$ cat config.mk
export PLATFORM = sky130hd
export DESIGN_NAME = pipeline_ctrl
export DESIGN_NICKNAME = d
export VERILOG_FILES = /design/src/rtl/pipeline_ctrl.sv
export SDC_FILE = /design/constraint.sdc
export NUM_CORES = 1
export LEC_CHECK = 0
export CORE_MARGIN = 2
export CORE_UTILIZATION = 51
export DETAILED_ROUTE_END_ITERATION = 16
export HOLD_SLACK_MARGIN = 0.03
export PLACE_DENSITY = 0.91
export SYNTH_ARGS = -nofsm -noshare
export SYNTH_HDL_FRONTEND = slang
export SYNTH_SLANG_ARGS = --single-unit
$ cat constraint.sdc
create_clock -name clk -period 3.06 [get_ports clk]
set_clock_uncertainty 0.1 [all_clocks]
set_input_delay 0.612 -clock clk [delete_from_list [all_inputs] [get_ports clk]]
set_output_delay 0.612 -clock clk [all_outputs]
set_load 0.01 [all_outputs]
$ cat src/rtl/pipeline_ctrl.sv
// ============================================================================
// Module   : pipeline_ctrl
// Purpose  : Stall/flush sequencer for the five-stage pipeline, with
//            saturating stall, flush and retire counters.
// Revision : 1.0 - initial release
// ============================================================================
`default_nettype none

module pipeline_ctrl (
    input  logic        clk,
    input  logic        rst,
    input  logic        imem_req,
    input  logic        imem_resp,
    input  logic        dmem_req,
    input  logic        dmem_resp,
    input  logic        redirect,
    input  logic        memwb_valid,
    output logic        imem_en,
    output logic        dmem_en,
    output logic        dmem_hold,
    output logic        load_pc,
    output logic        load_ifid,
    output logic        load_idex,
    output logic        load_exmem,
    output logic        load_memwb,
    output logic        flush_ifid,
    output logic        flush_idex,
    output logic [31:0] stall_count,
    output logic [31:0] flush_count,
    output logic [31:0] retire_count
);

    typedef enum logic [0:0] {
        ST_RUN  = 1'b0,
        ST_WAIT = 1'b1
    } state_e;

    localparam logic [31:0] C_CNT_MAX = 32'hFFFF_FFFF;

    state_e      state_q, state_d;
    logic        i_done_q, i_done_d;
    logic        d_done_q, d_done_d;
    logic [31:0] stall_cnt_q, stall_cnt_d;
    logic [31:0] flush_cnt_q, flush_cnt_d;
    logic [31:0] retire_cnt_q, retire_cnt_d;

    logic w_i_out;
    logic w_d_out;
    logic w_stall;
    logic w_take_redirect;

    // A response in the current cycle already satisfies its cache.
    assign w_i_out         = imem_req & ~i_done_q & ~imem_resp;
    assign w_d_out         = dmem_req & ~d_done_q & ~dmem_resp;
    assign w_stall         = w_i_out | w_d_out;
    assign w_take_redirect = redirect & ~w_stall;

    always_comb begin
        state_d  = state_q;
        i_done_d = i_done_q;
        d_done_d = d_done_q;
        case (state_q)
            ST_RUN: begin
                if (w_stall)              state_d  = ST_WAIT;
                if (imem_resp && w_d_out) i_done_d = 1'b1;
                if (dmem_resp && w_i_out) d_done_d = 1'b1;
            end
            ST_WAIT: begin
                if (!w_stall) begin
                    state_d  = ST_RUN;
                    i_done_d = 1'b0;
                    d_done_d = 1'b0;
                end else begin
                    if (imem_resp) i_done_d = 1'b1;
                    if (dmem_resp) d_done_d = 1'b1;
                end
            end
        endcase
    end

    always_comb begin
        stall_cnt_d  = stall_cnt_q;
        flush_cnt_d  = flush_cnt_q;
        retire_cnt_d = retire_cnt_q;
        if (w_stall && stall_cnt_q != C_CNT_MAX)
            stall_cnt_d = stall_cnt_q + 32'd1;
        if (w_take_redirect && flush_cnt_q != C_CNT_MAX)
            flush_cnt_d = flush_cnt_q + 32'd1;
        if (memwb_valid && !w_stall && retire_cnt_q != C_CNT_MAX)
            retire_cnt_d = retire_cnt_q + 32'd1;
    end

    always_ff @(posedge clk) begin
        if (rst) begin
            state_q      <= ST_RUN;
            i_done_q     <= 1'b0;
            d_done_q     <= 1'b0;
            stall_cnt_q  <= 32'd0;
            flush_cnt_q  <= 32'd0;
            retire_cnt_q <= 32'd0;
        end else begin
            state_q      <= state_d;
            i_done_q     <= i_done_d;
            d_done_q     <= d_done_d;
            stall_cnt_q  <= stall_cnt_d;
            flush_cnt_q  <= flush_cnt_d;
            retire_cnt_q <= retire_cnt_d;
        end
    end

    // Reset overrides everything: strobes off, registers frozen, bubbles in.
    assign imem_en    = ~rst & imem_req & ~i_done_q;
    assign dmem_en    = ~rst & dmem_req & ~d_done_q;
    assign dmem_hold  = ~rst & d_done_q;
    assign load_pc    = ~rst & ~w_stall;
    assign load_ifid  = ~rst & ~w_stall;
    assign load_idex  = ~rst & ~w_stall;
    assign load_exmem = ~rst & ~w_stall;
    assign load_memwb = ~rst & ~w_stall;
    assign flush_ifid = rst | w_take_redirect;
    assign flush_idex = rst | w_take_redirect;

    assign stall_count  = stall_cnt_q;
    assign flush_count  = flush_cnt_q;
    assign retire_count = retire_cnt_q;

endmodule

`default_nettype wire

After elaboration in Yosys (flattened, before gate mapping). Cells that the tools add are included.

Bitwise logic cells: 20. Mux-type cells: 9. $add $sub $neg: 3. Equality and inequality tests: 7. Reduce and logical (&&, ||, !) cells: 9.

Operators with widths (count): adder 32 x 1 -> 32 bit, second input constant (3); inequality test 32 bit, second input constant (3); AND 1 bit (11); 2-to-1 mux 1 bit (7); NOT 1 bit (7); logical AND 1 bit (6); inequality test 3 bit, second input constant (2); inequality test 2 bit, second input constant (2); one-hot mux 1 bit (2 select lines) (2); AND reduction 2 bit (2); OR 1 bit (2); logical NOT 1 bit (1).

Bits in registers: 99. Output and inout bits: 106.

Depth between registers and ports, before layout.
Depth after elaboration: 7. Mapped depth: 8.

Worst setup path after synthesis. No wires, ideal clock.

Path kind: in2out. Start point: input port rst. End point: output port load_idex. Slack: 404 ps. Arrival: 1944 ps. Stages on the path: 5. Path through: clkbuf_1 buf_1 clkbuf_1 nor3_1 buf_4.

Cells in the longest elaborated chain, start to end: 2.

RTL lines: start, declared (RTL line 11) `input logic rst,`; NOT 1 bit; AND 1 bit; end, declared (RTL line 23) `output logic load_idex,`.

Every way passes these cells.

Worst setup path after layout.
Start point: input port dmem_req. End point: output port load_ifid.

Cells in the longest elaborated chain, start to end: 5.

RTL lines: start, declared (RTL line 14) `input logic dmem_req,`; AND 1 bit (2 in series) (RTL line 54) `assign w_d_out = dmem_req & ~d_done_q & ~dmem_resp;`; OR 1 bit (RTL line 55) `assign w_stall = w_i_out | w_d_out;`; NOT 1 bit (RTL line 116) `assign load_ifid = ~rst & ~w_stall;`; AND 1 bit (RTL line 116); end, declared (RTL line 22) `output logic load_ifid,`.

Every way passes these cells.

==> results by group <==
Cells and area
  – Area growth, synth to finish: 29.8%
  – Commonest cells after routing, fill and taps aside: clkdlybuf4s50_1, dfxtp_1, a21oi_1
  – Post-route cell area: around 6700 µm²
  – Diode count: 0
  – # nets final: 739
  – Final std cells w/o fill: 865
  – Most common cell after layout, fill and taps aside: clkdlybuf4s50_1
  – Share of cells above drive strength 1: 9.56%

Setup path
  – CP required: 2.35 ns
  – Worst Path Arrival: around 2.3 ns
  – Max stage delay on crit path: 0.54 ns
  – Crit-path max FO: 5
  – Setup CP Type: input port to output port
  – Buffers plus inverters on the worst setup path: 4
  – Startpoint Class: input port
  – Slowest-stage cell, CP: clkdlybuf4s50_1
  – Delay-heaviest family, CP: buffers and inverters
  – Crit path cell chain: clkdlybuf4s50_1, nor3b_1, buf_4, nor3_1, buf_4, clkdlybuf4s50_1
  – CP endpoint kind: output port

STA
  – RSZ-0062 raised after global routing: no
  – Relative slew margins: 43.6%
  – Final setup fails: 0
  – Final hold vios: 0
  – Final min period: 2.98 ns
  – Sum Neg Setup Slack: 0 ns
  – Worst Tran Pin Value: about 0.84 ns
  – Tcrit/Tclk final: around 100%
  – Max Slew Vio Count: 0
  – Peak Freq: 0.335 GHz
  – PnR worst setup slack: ~0.078 ns

Placement
  – HPWL Detailed: around 10000 µm
  – Placed inst area: 6490 µm²
  – Pre-CTS setup slack: -0.0752 ns
  – Gpl congestion: 0.864
  – IO Port Bufs: between 100 and 150
  – Placed instance count: 850

Die
  – DIE AREA: 11000 µm²
  – Rows: 36
  – Initial Util: 52.7%
  – I/O pin cnt: 114
  – Die H: 105 µm
  – Core box area: 9820 µm²
  – Die Width: 105 µm

Clocking
  – Num CTS Buffers: 9
  – Root buf cell: clkbuf_8
  – Clock tree buffer depth: 2
  – Htree depth: 3
  – CTS sink cnt: 99
  – CTS clock-pin slew for the worst setup and hold paths: approximately 0.090 ns
  – Skew-Pair Late Insertion Delay: 0.36 ns
  – CTS tree: built

Flow run
  – Max-cap violations: 0

GRT
  – GR Overflow Total: 0
  – First-pass GRT wire length: 23500 µm
  – GRT Overall Usage: 25.8%
  – Antenna violations before repair: 0
  – Number of global-route vias before repair: approximately 5000
  – Largest net degree at the start of global routing: 52

Synthesis
  – Cells after synthesis: 618
  – Library cells used by synthesis: 51
  – Async SR Flop Fraction: 0%
  – Post-synth EDFFs: 0
  – Seq/Total Area, Yosys: 38.3%
  – Synthesized net count: 629
  – FF+latch count, synth: 99
  – Warnings, synthesis: 0
  – Avg Inst Size Synth: 8.37 µm²
  – Syn Std Cell Area: 5170 µm²
  – Most frequently used flop master after synthesis: dfxtp_1

Detailed routing
  – Vias per cell: 6.32
  – Wire length per cell: 16.8 µm
  – 1st-iter DRT viols: between 300 and 400
  – Vias: 5463
  – Antenna Violating Nets Remaining: 0
  – First-pass iteration count of the detailed router: 5
  – # DRC: 0
  – Detailed-route wire length: roughly 15000 µm

Power
  – Seq pwr share: 55.0%
  – Total net switching power: roughly 0.54 mW
  – Pleak: 2.05 nW
  – Max rail drop VDD: between 0.2 and 0.25 mV
  – Clock Power Share: 38.8%
  – Total power: about 2.4 mW
  – Combinational group share of total power: 6.2%
  – Internal power component: 1.85 mW
  – PD cells: about 350 nW/µm²
  – Switching Share: 22.5%

Run status
  – Status: complete, no violations

Hold path
  – Hold Crit Class: register to register
cells by family (layout without fill, tap and decap cells):
| family | after synthesis | after routing | share of synthesized area (%) |
|---|---|---|---|
| AND/OR/NAND/NOR | 286 | 286 | 32.6 |
| AO/OA/AOI/OAI | 150 | 150 | 18.3 |
| flip-flops | 99 | 99 | 38.3 |
| buffers and inverters | 48 | 162 | 3.97 |
| XOR/XNOR | 18 | 18 | 3.05 |
| adder cells (fa/ha/maj) | 3 | 3 | 0.726 |
| multiplexers | 14 | 14 | 3.00 |
per-layer routing:
layer	vias to the layer above	track usage, %	routed length, µm
li1	2583	-	-
met2	283	44.3	7110
met1	2571	32.3	6160
met4	0	9.90	230
met3	26	4.43	1070
met5	-	0	0
metrics by stage:
stage | utilization (%) | hold WS, ns
2_1_floorplan | - | 0.386
3_3_place_gp | 66.1 | 0.375
3_5_place_dp | 66.1 | 0.393
4_1_cts | 68.3 | 0.407
5_1_grt | 68.3 | 0.439
6_report | 68.3 | 0.408
registers in the layout, indices dropped and copies added (netlist names):
| signal | cells |
|---|---|
| d_done_q | 1 |
| retire_count | 32 |
| i_done_q | 1 |
| stall_count | 32 |
| flush_count | 32 |
| state_q | 1 |
power groups by stage:
stage	clock, mW	sequential, mW	combinational (mW)
2_1_floorplan	0	1.34	0.0787
3_5_place_dp	0	1.34	0.144
3_3_place_gp	0	1.34	0.139
4_1_cts	0.932	1.31	0.145
5_1_grt	0.980	1.31	0.158
6_report	0.924	1.31	0.147
path summary, 6_finish.rpt:
path                                         end             start  slack [ns]  cells past startpoint
worst max-delay path                   load_ifid          dmem_req        0.08                      6
worst min-delay path            retire_count[27]  retire_count[27]        0.41                      2
worst max register to register   flush_count[30]    flush_count[0]        0.50                      7
worst min register to register  retire_count[27]  retire_count[27]        0.41                      2
cell type report:
class | instances | area [µm²]
clock buffers | 13 | 149
clock inverters | 2 | 60.1
fillers | 801 | 3110
inverters | 8 | 30.0
multi-input cells | 471 | 3000
flip-flops and latches | 99 | 1980
well taps | 133 | 166
repair buffers | 139 | 1320
worst register-to-register path: cells and delay by family (launching register included):
kind,cells,cell delay [ns]
DFF,1,0.44
adders and majority gates,1,0.20
buffers and inverters,1,0.20
AOI/OAI and AO/OA,1,0.17
and+or+nand+nor,4,1.37
cell usage after synthesis (2+ instances only):
cell type	number	area (µm²)
dfxtp_1	99	1980
a21oi_1	63	315
nor2_1	46	173
nand2_1	38	143
or4_1	37	278
nand4_1	35	219
o31ai_1	34	255
nand3_1	29	145
clkbuf_1	28	105
o21ai_0	25	125
or3_1	22	138
xnor2_1	14	123
and3_1	13	81.3
nor2b_1	13	81.3
and4_1	12	105
mux2_2	12	135
a211oi_1	8	60.1
inv_1	8	30.0
nor4_1	8	50.1
nor3_1	6	30.0
a2111oi_0	5	43.8
buf_2	5	25.0
buf_4	5	37.5
a21o_1	4	30.0
and2_1	4	25.0
nor3b_1	4	30.0
xor2_1	4	35.0
ha_1	3	37.5
nor4b_1	3	26.3
or2_2	3	18.8
or3b_2	3	26.3
a22oi_1	2	15.0
buf_1	2	7.51
mux2i_1	2	20.0
nor4_2	2	25.0
or4_4	2	22.5
repair_timing:
action                     CTS  global route
setup buffers                0             0
hold buffers                 0             0
setup endpoints to repair    4             2
resized for setup            2             1
No activity file was read; power rests on OpenSTA's default activity.
